File: config.mk
export PLATFORM = sky130hd
export DESIGN_NAME = pipeline_scoreboard
export DESIGN_NICKNAME = d
export VERILOG_FILES = /design/src/rtl/pipeline_scoreboard.sv
export SDC_FILE = /design/constraint.sdc
export NUM_CORES = 1
export LEC_CHECK = 0
export CELL_PAD_IN_SITES_DETAIL_PLACEMENT = 0
export CELL_PAD_IN_SITES_GLOBAL_PLACEMENT = 2
export CORE_ASPECT_RATIO = 1.1
export CORE_MARGIN = 4
export CORE_UTILIZATION = 25
export DETAILED_ROUTE_END_ITERATION = 10
export PLACE_DENSITY = 0.71
export SYNTH_ARGS = -nofsm -noshare
export SYNTH_HDL_FRONTEND = slang
export SYNTH_SLANG_ARGS = --single-unit
export TNS_END_PERCENT = 5
File: constraint.sdc
create_clock -name clk -period 2 [get_ports clk]
set_input_delay 0.3 -clock clk [delete_from_list [all_inputs] [get_ports clk]]
set_output_delay 0.3 -clock clk [all_outputs]
set_load 0.05 [all_outputs]
File: src/rtl/pipeline_scoreboard.sv
// Scoreboard-based hazard/forwarding controller: one slot per post-decode stage.
// Optional counters stall_cycles/load_use_cycles when PIPELINE_SCOREBOARD_STATS_EN is defined.

module pipeline_scoreboard_src #(
    parameter int ADDR_W           = 4,
    parameter int DEPTH            = 3,
    parameter int LOAD_READY_STAGE = 2,
    parameter int SEL_W            = $clog2(DEPTH)
) (
    input  logic                           frwrd_en,
    input  logic                           src_used,
    input  logic [ADDR_W-1:0]              src,
    input  logic [DEPTH-1:0]               slot_vld,
    input  logic [DEPTH-1:0]               slot_wb,
    input  logic [DEPTH-1:0]               slot_mem,
    input  logic [DEPTH-1:0][ADDR_W-1:0]   slot_dest,
    output logic                           hazard,
    output logic                           load_haz,
    output logic [SEL_W-1:0]               sel
);
    // Scan oldest to youngest so the youngest matching producer has the final say.
    always_comb begin
        hazard   = 1'b0;
        load_haz = 1'b0;
        sel      = '0;
        for (int j = DEPTH-1; j >= 0; j--) begin
            if (src_used && slot_vld[j] && slot_wb[j] && slot_dest[j] == src) begin
                hazard   = 1'b0;
                load_haz = 1'b0;
                sel      = '0;
                if (j < DEPTH-1) begin
                    if (!frwrd_en) begin
                        hazard = 1'b1;
                    end else if (slot_mem[j] && (j + 1) < LOAD_READY_STAGE) begin
                        hazard   = 1'b1;
                        load_haz = 1'b1;
                    end else begin
                        sel = SEL_W'(j + 1);
                    end
                end
            end
        end
    end
endmodule

module pipeline_scoreboard #(
    parameter int ADDR_W           = 4,
    parameter int NSRC             = 2,
    parameter int DEPTH            = 3,
    parameter int LOAD_READY_STAGE = 2,
    parameter int SEL_W            = $clog2(DEPTH)
) (
    input  logic                     clk,
    input  logic                     rst,
    input  logic                     frwrd_en,
    input  logic                     issue_valid,
    input  logic                     issue_wb_en,
    input  logic                     issue_mem_r,
    input  logic [ADDR_W-1:0]        issue_dest,
    input  logic [NSRC*ADDR_W-1:0]   src_addr,
    input  logic [NSRC-1:0]          src_used,
    input  logic                     flush,
    output logic                     stall,
    output logic [NSRC*SEL_W-1:0]    fwd_sel
`ifdef PIPELINE_SCOREBOARD_STATS_EN
    ,
    output logic [15:0]              stall_cycles,
    output logic [15:0]              load_use_cycles
`endif
);
    logic [DEPTH-1:0]             vld_pipe;
    logic [DEPTH-1:0]             slot_wb;
    logic [DEPTH-1:0]             slot_mem;
    logic [DEPTH-1:0][ADDR_W-1:0] slot_dest;

    logic [NSRC-1:0]              hazard;
    logic [NSRC-1:0]              load_haz;
    logic [NSRC-1:0][SEL_W-1:0]   sel_nxt;
    logic [NSRC-1:0][SEL_W-1:0]   fwd_sel_q;
    logic                         issue;

    for (genvar g = 0; g < NSRC; g++) begin : g_src
        pipeline_scoreboard_src #(
            .ADDR_W(ADDR_W), .DEPTH(DEPTH),
            .LOAD_READY_STAGE(LOAD_READY_STAGE), .SEL_W(SEL_W)
        ) u_src (
            .frwrd_en (frwrd_en),
            .src_used (src_used[g]),
            .src      (src_addr[g*ADDR_W +: ADDR_W]),
            .slot_vld (vld_pipe),
            .slot_wb  (slot_wb),
            .slot_mem (slot_mem),
            .slot_dest(slot_dest),
            .hazard   (hazard[g]),
            .load_haz (load_haz[g]),
            .sel      (sel_nxt[g])
        );
    end

    // Flush dominates a hazard: the killed instruction never needs its operands.
    assign stall   = issue_valid & ~flush & (|hazard);
    assign issue   = issue_valid & ~stall & ~flush;
    assign fwd_sel = fwd_sel_q;

    always_ff @(posedge clk) begin
        if (rst) begin
            vld_pipe  <= '0;
            slot_wb   <= '0;
            slot_mem  <= '0;
            slot_dest <= '0;
            fwd_sel_q <= '0;
        end else begin
            for (int j = DEPTH-1; j > 0; j--) begin
                vld_pipe[j]  <= vld_pipe[j-1];
                slot_wb[j]   <= slot_wb[j-1];
                slot_mem[j]  <= slot_mem[j-1];
                slot_dest[j] <= slot_dest[j-1];
            end
            vld_pipe[0]  <= issue;
            slot_wb[0]   <= issue_wb_en;
            slot_mem[0]  <= issue_mem_r;
            slot_dest[0] <= issue_dest;
            fwd_sel_q    <= issue ? sel_nxt : '0;
        end
    end

`ifdef PIPELINE_SCOREBOARD_STATS_EN
    always_ff @(posedge clk) begin
        if (rst) begin
            stall_cycles    <= '0;
            load_use_cycles <= '0;
        end else begin
            if (stall && stall_cycles != 16'hFFFF)
                stall_cycles <= stall_cycles + 16'd1;
            if (stall && frwrd_en && (|load_haz) && load_use_cycles != 16'hFFFF)
                load_use_cycles <= load_use_cycles + 16'd1;
        end
    end
`endif
endmodule
==> results of run 1 <==
-- timing repair --
item	in CTS	in global routing
setup buffers	1	0
pin swaps	5	1
gates resized for setup	17	2
hold buffers	0	0
gates cloned	0	0
endpoints found under the setup margin	1	1
-- through the flow --
step | std cells | instance area (um2) | setup TNS, ns
final | 144 | 1200 | -0.146
after floorplan | 69 | 732 | 0
after global routing | 144 | 1200 | -0.220
after CTS | 144 | 1200 | -0.175
after detailed placement | 141 | 1140 | -0.571
after global placement | 141 | 1140 | -0.613
-- worst register-to-register path, delay by kind of cell, from the launching register on --
family	cells	cell delay [ns]
and+or+nand+nor	1	0.55
DFF	1	0.34
AOI/OAI and AO/OA	1	0.30
xor gates and xnor gates	1	0.17
buffers and inverters	1	0.15
-- logic make-up (layout without fill, tap and decap cells) --
group	after synthesis	after routing	synth area share (%)
simple gates	29	29	26.7
flops	17	17	46.9
xor+xnor	16	16	19.3
compound gates	4	4	5.52
buf+inv	3	45	1.55
-- worst max-delay path by stage --
stage	end	slack [ns]	cells past startpoint
2_1_floorplan	stall	0.06	4
3_3_place_gp	stall	-0.44	8
3_5_place_dp	stall	-0.45	8
4_1_cts	stall	-0.17	5
5_1_grt	stall	-0.22	5
6_report	stall	-0.15	5
-- flip-flops by register name, indices dropped and copies added, names as in the netlist --
name       cells
slot_wb        2
slot_mem       1
vld_pipe       2
slot_dest      8
fwd_sel        4
-- metal layers --
| layer | vias to the layer above | part of all wire (%) | GRT usage (%) |
|---|---|---|---|
| met4 | 0 | 0.79 | 5.10 |
| met5 | - | 0 | 0 |
| met2 | 15 | 51 | 14.6 |
| met3 | 2 | 5.2 | 2.39 |
| met1 | 265 | 43 | 11.2 |
| li1 | 320 | - | - |
-- final cells by class --
class | instances | area, um2
fill | 282 | 1580
multi-input combinational | 49 | 420
timing repair buffer | 39 | 355
sequential | 17 | 348
tap | 33 | 41.3
clock buffer | 3 | 22.5
inverter | 2 | 7.51
clock inverter | 1 | 5.00
-- power groups by stage --
stage | Combinational [mW] | Clock [mW] | Sequential [mW]
after floorplan | 0.0390 | 0 | 0.367
after global placement | 0.106 | 0 | 0.369
after detailed placement | 0.106 | 0 | 0.370
after CTS | 0.105 | 0.199 | 0.362
after global routing | 0.112 | 0.209 | 0.364
final | 0.104 | 0.186 | 0.362
-- cell usage after synthesis --
library cell and n:
a2111oi_2 1, clkbuf_1 1, xor2_1 9, nor3_1 1
nand2b_1 1, nor3b_1 2, a2111oi_1 1, or4_4 1
nor4_2 1, inv_1 2, nand3_1 1, nor2_1 2
xnor2_1 7, nor3_2 1, dfxtp_1 17, nand4_1 4
o21a_1 1, or4_1 1, nor4bb_1 1, nor2b_1 12
nand2_1 1, a211oi_1 1
==> impl_results.md, run 1 <==
- Maximum fanout along the worst path: 2
- Power Total: 651 uW
- Setup violations, final: 1
- ANT nets after route: 0
- Final net count: 133
- Initial Util: 26.1%
- Total global routing overflow: 0
- Status: complete, but fails checks
- CP top delay family: simple AND/OR/NAND/NOR gates
- Critical Path Start Type: register
- Tightest Pin Transition: 0.496 ns
- CP Buf/Inv Count: 1
- Int Power: 490 uW
- Most common cell after layout, fill and taps aside: clkdlybuf4s50_1
- Synthesized area: 726 um2
- Avg Inst Size Synth: 10.5 um2
- Clk_skew: 0.00609 ns
- Max-Cap Viols: 0
- Power Dens Cells: 543 mW/mm2
- P&R area growth vs syn: 65.3%
- Die area: 0.00383 mm2
- Clk root buf: clkbuf_4
- Proportion of layout cells with a drive suffix above 1: 27.9%
- Share of the synthesized area in the top cell type: 46.9%
- Layout Utilization: 43.2%
- DP HPWL: 1330 um
- GP Congestion: 0.721
- Skew-Pair Late Insertion Delay: 0.29 ns
- Seq/Total Area, Yosys: 46.9%
- Synthesis-stage register bit count: 17
- Sw Ratio: 24.8%
- # IOs: 26
- Port Buf Inserts: 25
- Pin count of the biggest net entering global routing: 13
- Post-route DRC: 0
- F_max: 466 MHz
- Synth area leader: dfxtp_1
- Path depth of the worst reg2reg path: 4
- Hold Path Class: register to register
- Failing checks: negative setup slack
- Reg2reg setup slack: 0.40 ns
- Critical path's slowest cell: or4_4
- Pre-CTS WS: -0.447 ns
- Ant diodes: 0
- Crit-path max cell delay: 0.55 ns
- Post-DR vias/cell: 4.18
- Sw Pwr: 162 uW
- Clock Sinks: 17
- Vias in the first global route: 619
- Row cnt: 20
- CTS Buffer Depth: 2
- Avg WL per Cell: 11.4 um
- Critical path cell sequence: xor2_1, or4_4, nor4bb_4, nor3_4, buf_12
- Critical path data arrival time: 1.85 ns
- CP startpoint: slot_dest[7]
- Chip width: 59.4 um
- Maximum VDD drop: 333 uV
- R2R Path Start: slot_dest[7]
- Final WS setup: -0.146 ns
- Synth Net Count: 90
- Synth Warn #: 0
- Core Region: 0.00278 mm2
- Inserted Clock Buffers: 3
- Worst Hold Slack: 0.496 ns
- Leak: 0.482 nW
- Total track usage: 9.28%
- Combinational share of power: 15.9%
- Synth cell types: 22
- Hold Path Cell Cnt: 1
- Synth top area cells: dfxtp_1 47%, xor2_1 11%, nor2b_1 10%, xnor2_1 8.4%, nand4_1 3.4%
- CTS tree: done
- H-tree Lvls: 1
- Reg clk slew, reported paths: 0.10 ns
- Initial antenna violation count: 0
- RSZ-0062 raised after global routing: yes
- CP Class: register to primary output
- Fin. Hold Viols: 0
- Crit. End Element: primary output
- Initial DRC Count: 6
- Final max-slew violation count: 0
- Cells after synthesis: 69
- Minimum clock period: 2.15 ns
- Hold Startpoint: slot_wb[0]
- Die Y: 64.5 um
- Worst path required time: 1.70 ns
- Most frequent cells in the layout: 16 x clkdlybuf4s50_1, 14 x buf_4, 13 x dfxtp_1
- Sequential share of power: 55.6%
- First-pass detailed-route iteration total: 4
- Rel. slew slack: 66.8%
- First-pass GRT wire length: 2640 um
- Clock power share: 28.5%
- Total number of vias: 602
- Critical R2R Capture: fwd_sel[3]
- Hold endpoint: slot_wb[1]
- Routed WL: 1640 um
- Final period util: 107%
No activity file was read; power rests on OpenSTA's default activity.
==> run 2: changes to the inputs <==
--- a/config.mk
+++ b/config.mk
@@ -11,6 +11,7 @@
 export CORE_MARGIN = 4
 export CORE_UTILIZATION = 25
 export DETAILED_ROUTE_END_ITERATION = 10
+export GPL_ROUTABILITY_DRIVEN = 0
 export PLACE_DENSITY = 0.71
 export SYNTH_ARGS = -nofsm -noshare
 export SYNTH_HDL_FRONTEND = slang
==> results of run 2 <==
Final layout, timing and power as in run 1 (identical DEF).
==> edit (flow settings as in run 1) <==
Build with the macro `PIPELINE_SCOREBOARD_STATS_EN` defined.
--- a/src/rtl/pipeline_scoreboard.sv
+++ b/src/rtl/pipeline_scoreboard.sv
@@ -2,2 +2,4 @@
 // Optional counters stall_cycles/load_use_cycles when PIPELINE_SCOREBOARD_STATS_EN is defined.
+
+`define PIPELINE_SCOREBOARD_STATS_EN
 
Check against the original RTL (old outputs only; new: load_use_cycles and stall_cycles): equivalent (Yosys induction, for registers that start in step).
==> edit against run 1 <==
Final area grew to 3.6 times the old value. The run still ends with setup timing left. Worst setup slack better by 0.021 ns. Sequential cell count grew 32. Via count increased to 4.3 times the old value. Wire length rose to 4.7 times the old value. Critical path type unchanged. Largest cell class unchanged. Synthesized area increased to 3.5 times the old value. Total power grew to 2.9 times the old value. Critical path depth up 2.
==> edit: results (changes against run 1) <==
* Switch Pwr at 0.0004649 W (was 0.0001618 W)
* Adder and majority gate portion of the synthesized area at 0.9847% (was 0%)
* Top-area cell type share of the netlist area at 38.60% (was 46.90%)
* Class of the tightest hold or removal check: input port to flop (was flop to flop)
* Complex-gate fraction of the synthesized area at 15.21% (was 5.517%)
* Clk_lat worst skew at 0.31 ns (was 0.29 ns)
* Number of fill cells at 974 (was 282)
* Detailed Route WL at 7.761 mm (was 1.640 mm)
* Total negative setup slack at -0.9825 ns (was -0.1458 ns)
* Crit path DAT at 1.82 ns (was 1.85 ns)
* Setup slack of the critical path after layout at -0.1246 ns (was -0.1458 ns)
* Number of nets in the layout at 438 (was 133)
* Syn nets at 314 (was 90)
* Half-perimeter wire length after detailed placement at 5.424 mm (was 1.334 mm)
* Number of buffers added on ports at 57 (was 25)
* Worst-Margin Slew at 0.5811 ns (was 0.4958 ns)
* Initial DRC count at 69 (was 6)
* Clock buffers created by TritonCTS at 5 (was 3)
* Final cell count without fillers at 536 (was 144)
* Pin count of the biggest net entering global routing at 61 (was 13)
* Failing checks: setup timing (unchanged)
* Synthesized instance count at 291 (was 69)
* Register area share after synthesis at 38.60% (was 46.90%)
* Final clock skew at 0.008581 ns (was 0.006087 ns)
* Outcome: finished with violations (unchanged)
* Post-synthesis xor/xnor area fraction at 5.859% (was 19.31%)
* Slowest cell on crit path: sky130_fd_sc_hd__dfxtp_1 (was sky130_fd_sc_hd__or4_4)
* Worst voltage drop across the vdd grid at 310.5 µV (was 333.4 µV)
* Synth area leaders: sky130_fd_sc_hd__dfxtp_1 39%, sky130_fd_sc_hd__nor2b_1 7.6%, sky130_fd_sc_hd__mux2_2 6.6%, sky130_fd_sc_hd__a21oi_1 3.9%, sky130_fd_sc_hd__xnor2_1 3.4% (was sky130_fd_sc_hd__dfxtp_1 47%, sky130_fd_sc_hd__xor2_1 11%, sky130_fd_sc_hd__nor2b_1 10%, sky130_fd_sc_hd__xnor2_1 8.4%, sky130_fd_sc_hd__nand4_1 3.4%)
* H-tree lvl count at 2 (was 1)
* Multiplexer share of the synthesized area at 7.041% (was 0%)
* Setup-failing EPs final at 22 (was 1)
* Global-route wire length before repair at 12.81 mm (was 2.642 mm)
* Leakage power at 1.588 nW (was 0.4820 nW)
* Unique cell type count in the Yosys netlist at 41 (was 22)
* Detailed-route vias per instance at 4.834 (was 4.181)
* Top fanout value on the critical path at 3 (was 2)
* Ranking of synthesized cells by instance count: 49 x sky130_fd_sc_hd__dfxtp_1, 31 x sky130_fd_sc_hd__nor2b_1, 21 x sky130_fd_sc_hd__nor2_1, 20 x sky130_fd_sc_hd__a21oi_1, 17 x sky130_fd_sc_hd__nand3_1 (was 17 x sky130_fd_sc_hd__dfxtp_1, 12 x sky130_fd_sc_hd__nor2b_1, 9 x sky130_fd_sc_hd__xor2_1, 7 x sky130_fd_sc_hd__xnor2_1, 4 x sky130_fd_sc_hd__nand4_1)
* Instance area after placement at 0.003746 mm² (was 0.001142 mm²)
## edit: changes by cell type in the layout (fill, tap and decap cells not counted), moves of 10 or more
cell	run 1	this run
sky130_fd_sc_hd__buf_4	14	63
sky130_fd_sc_hd__clkdlybuf4s50_1	16	45
sky130_fd_sc_hd__nor2_1	2	21
sky130_fd_sc_hd__nor2b_1	12	29
sky130_fd_sc_hd__a21oi_1	0	15
sky130_fd_sc_hd__nand3_1	1	15
sky130_fd_sc_hd__dfxtp_2	3	16
sky130_fd_sc_hd__nand2_1	1	14
sky130_fd_sc_hd__dfxtp_4	1	11
## edit: worst paths after layout
check / from / end / slack, ns / cells past startpoint
setup / recovery: slot_dest[7] / stall / -0.12 / 7
hold / removal: rst / load_use_cycles[1] / 0.46 / 3
setup reg to reg: slot_dest[2] / stall_cycles[5] / -0.08 / 8
hold reg to reg: slot_wb[0] / slot_wb[1] / 0.50 / 1
## edit: power groups by stage
stage	combinational [W]	clock (W)	sequential (W)
2_1_floorplan	0.0000703	0	0.00100
3_3_place_gp	0.000151	0	0.00101
3_5_place_dp	0.000153	0	0.00101
4_1_cts	0.000162	0.000763	0.000988
5_1_grt	0.000191	0.000803	0.000994
6_report	0.000177	0.000742	0.000991
## edit: cell families (layout without fill, tap and decap cells)
logic type	count (synthesis)	in the layout
compound gates	56	56
xor+xnor	17	17
fa+ha+maj	2	2
buf+inv	17	142
flops	49	49
mux	16	16
simple gates	134	134
## edit: per-layer routing
layer / part of all wire, % / vias up / global-route usage, %
met5: 0 / - / 0
met4: 1.0 / 0 / 4.078
met3: 3.0 / 5 / 2.773
met2: 51 / 41 / 23.32
met1: 45 / 1233 / 15.98
li1: - / 1312 / -
## edit: area by class of cell
| cell class | count | area [µm²] | share of cell area, % |
|---|---|---|---|
| clock inverters | 3 | 46.29 | 1.072 |
| flip-flops and latches | 49 | 1042 | 24.13 |
| well taps | 120 | 150.1 | 3.476 |
| multi-input cells | 225 | 1828 | 42.32 |
| clock buffers | 5 | 68.82 | 1.593 |
| repair buffers | 130 | 1169 | 27.06 |
| inverters | 4 | 15.01 | 0.3476 |
## edit: timing repair
item / CTS / global route
setup buffers: 10 / 2
pin swaps: 20 / 15
endpoints found under the setup margin: 29 / 33
gates resized for setup: 43 / 45
## edit: worst min-delay path, stage by stage
cell                     delay [ns]
sky130_fd_sc_hd__buf_2         0.11
sky130_fd_sc_hd__buf_12        0.19
sky130_fd_sc_hd__nor2_1        0.12
## edit: through the flow
step | util (%) | power [W]
global placement | 37.88 | 0.001160
detailed placement | 37.88 | 0.001162
finish | 43.67 | 0.001909
CTS | 41.27 | 0.001913
floorplan | - | 0.001074
global route | 43.67 | 0.001987
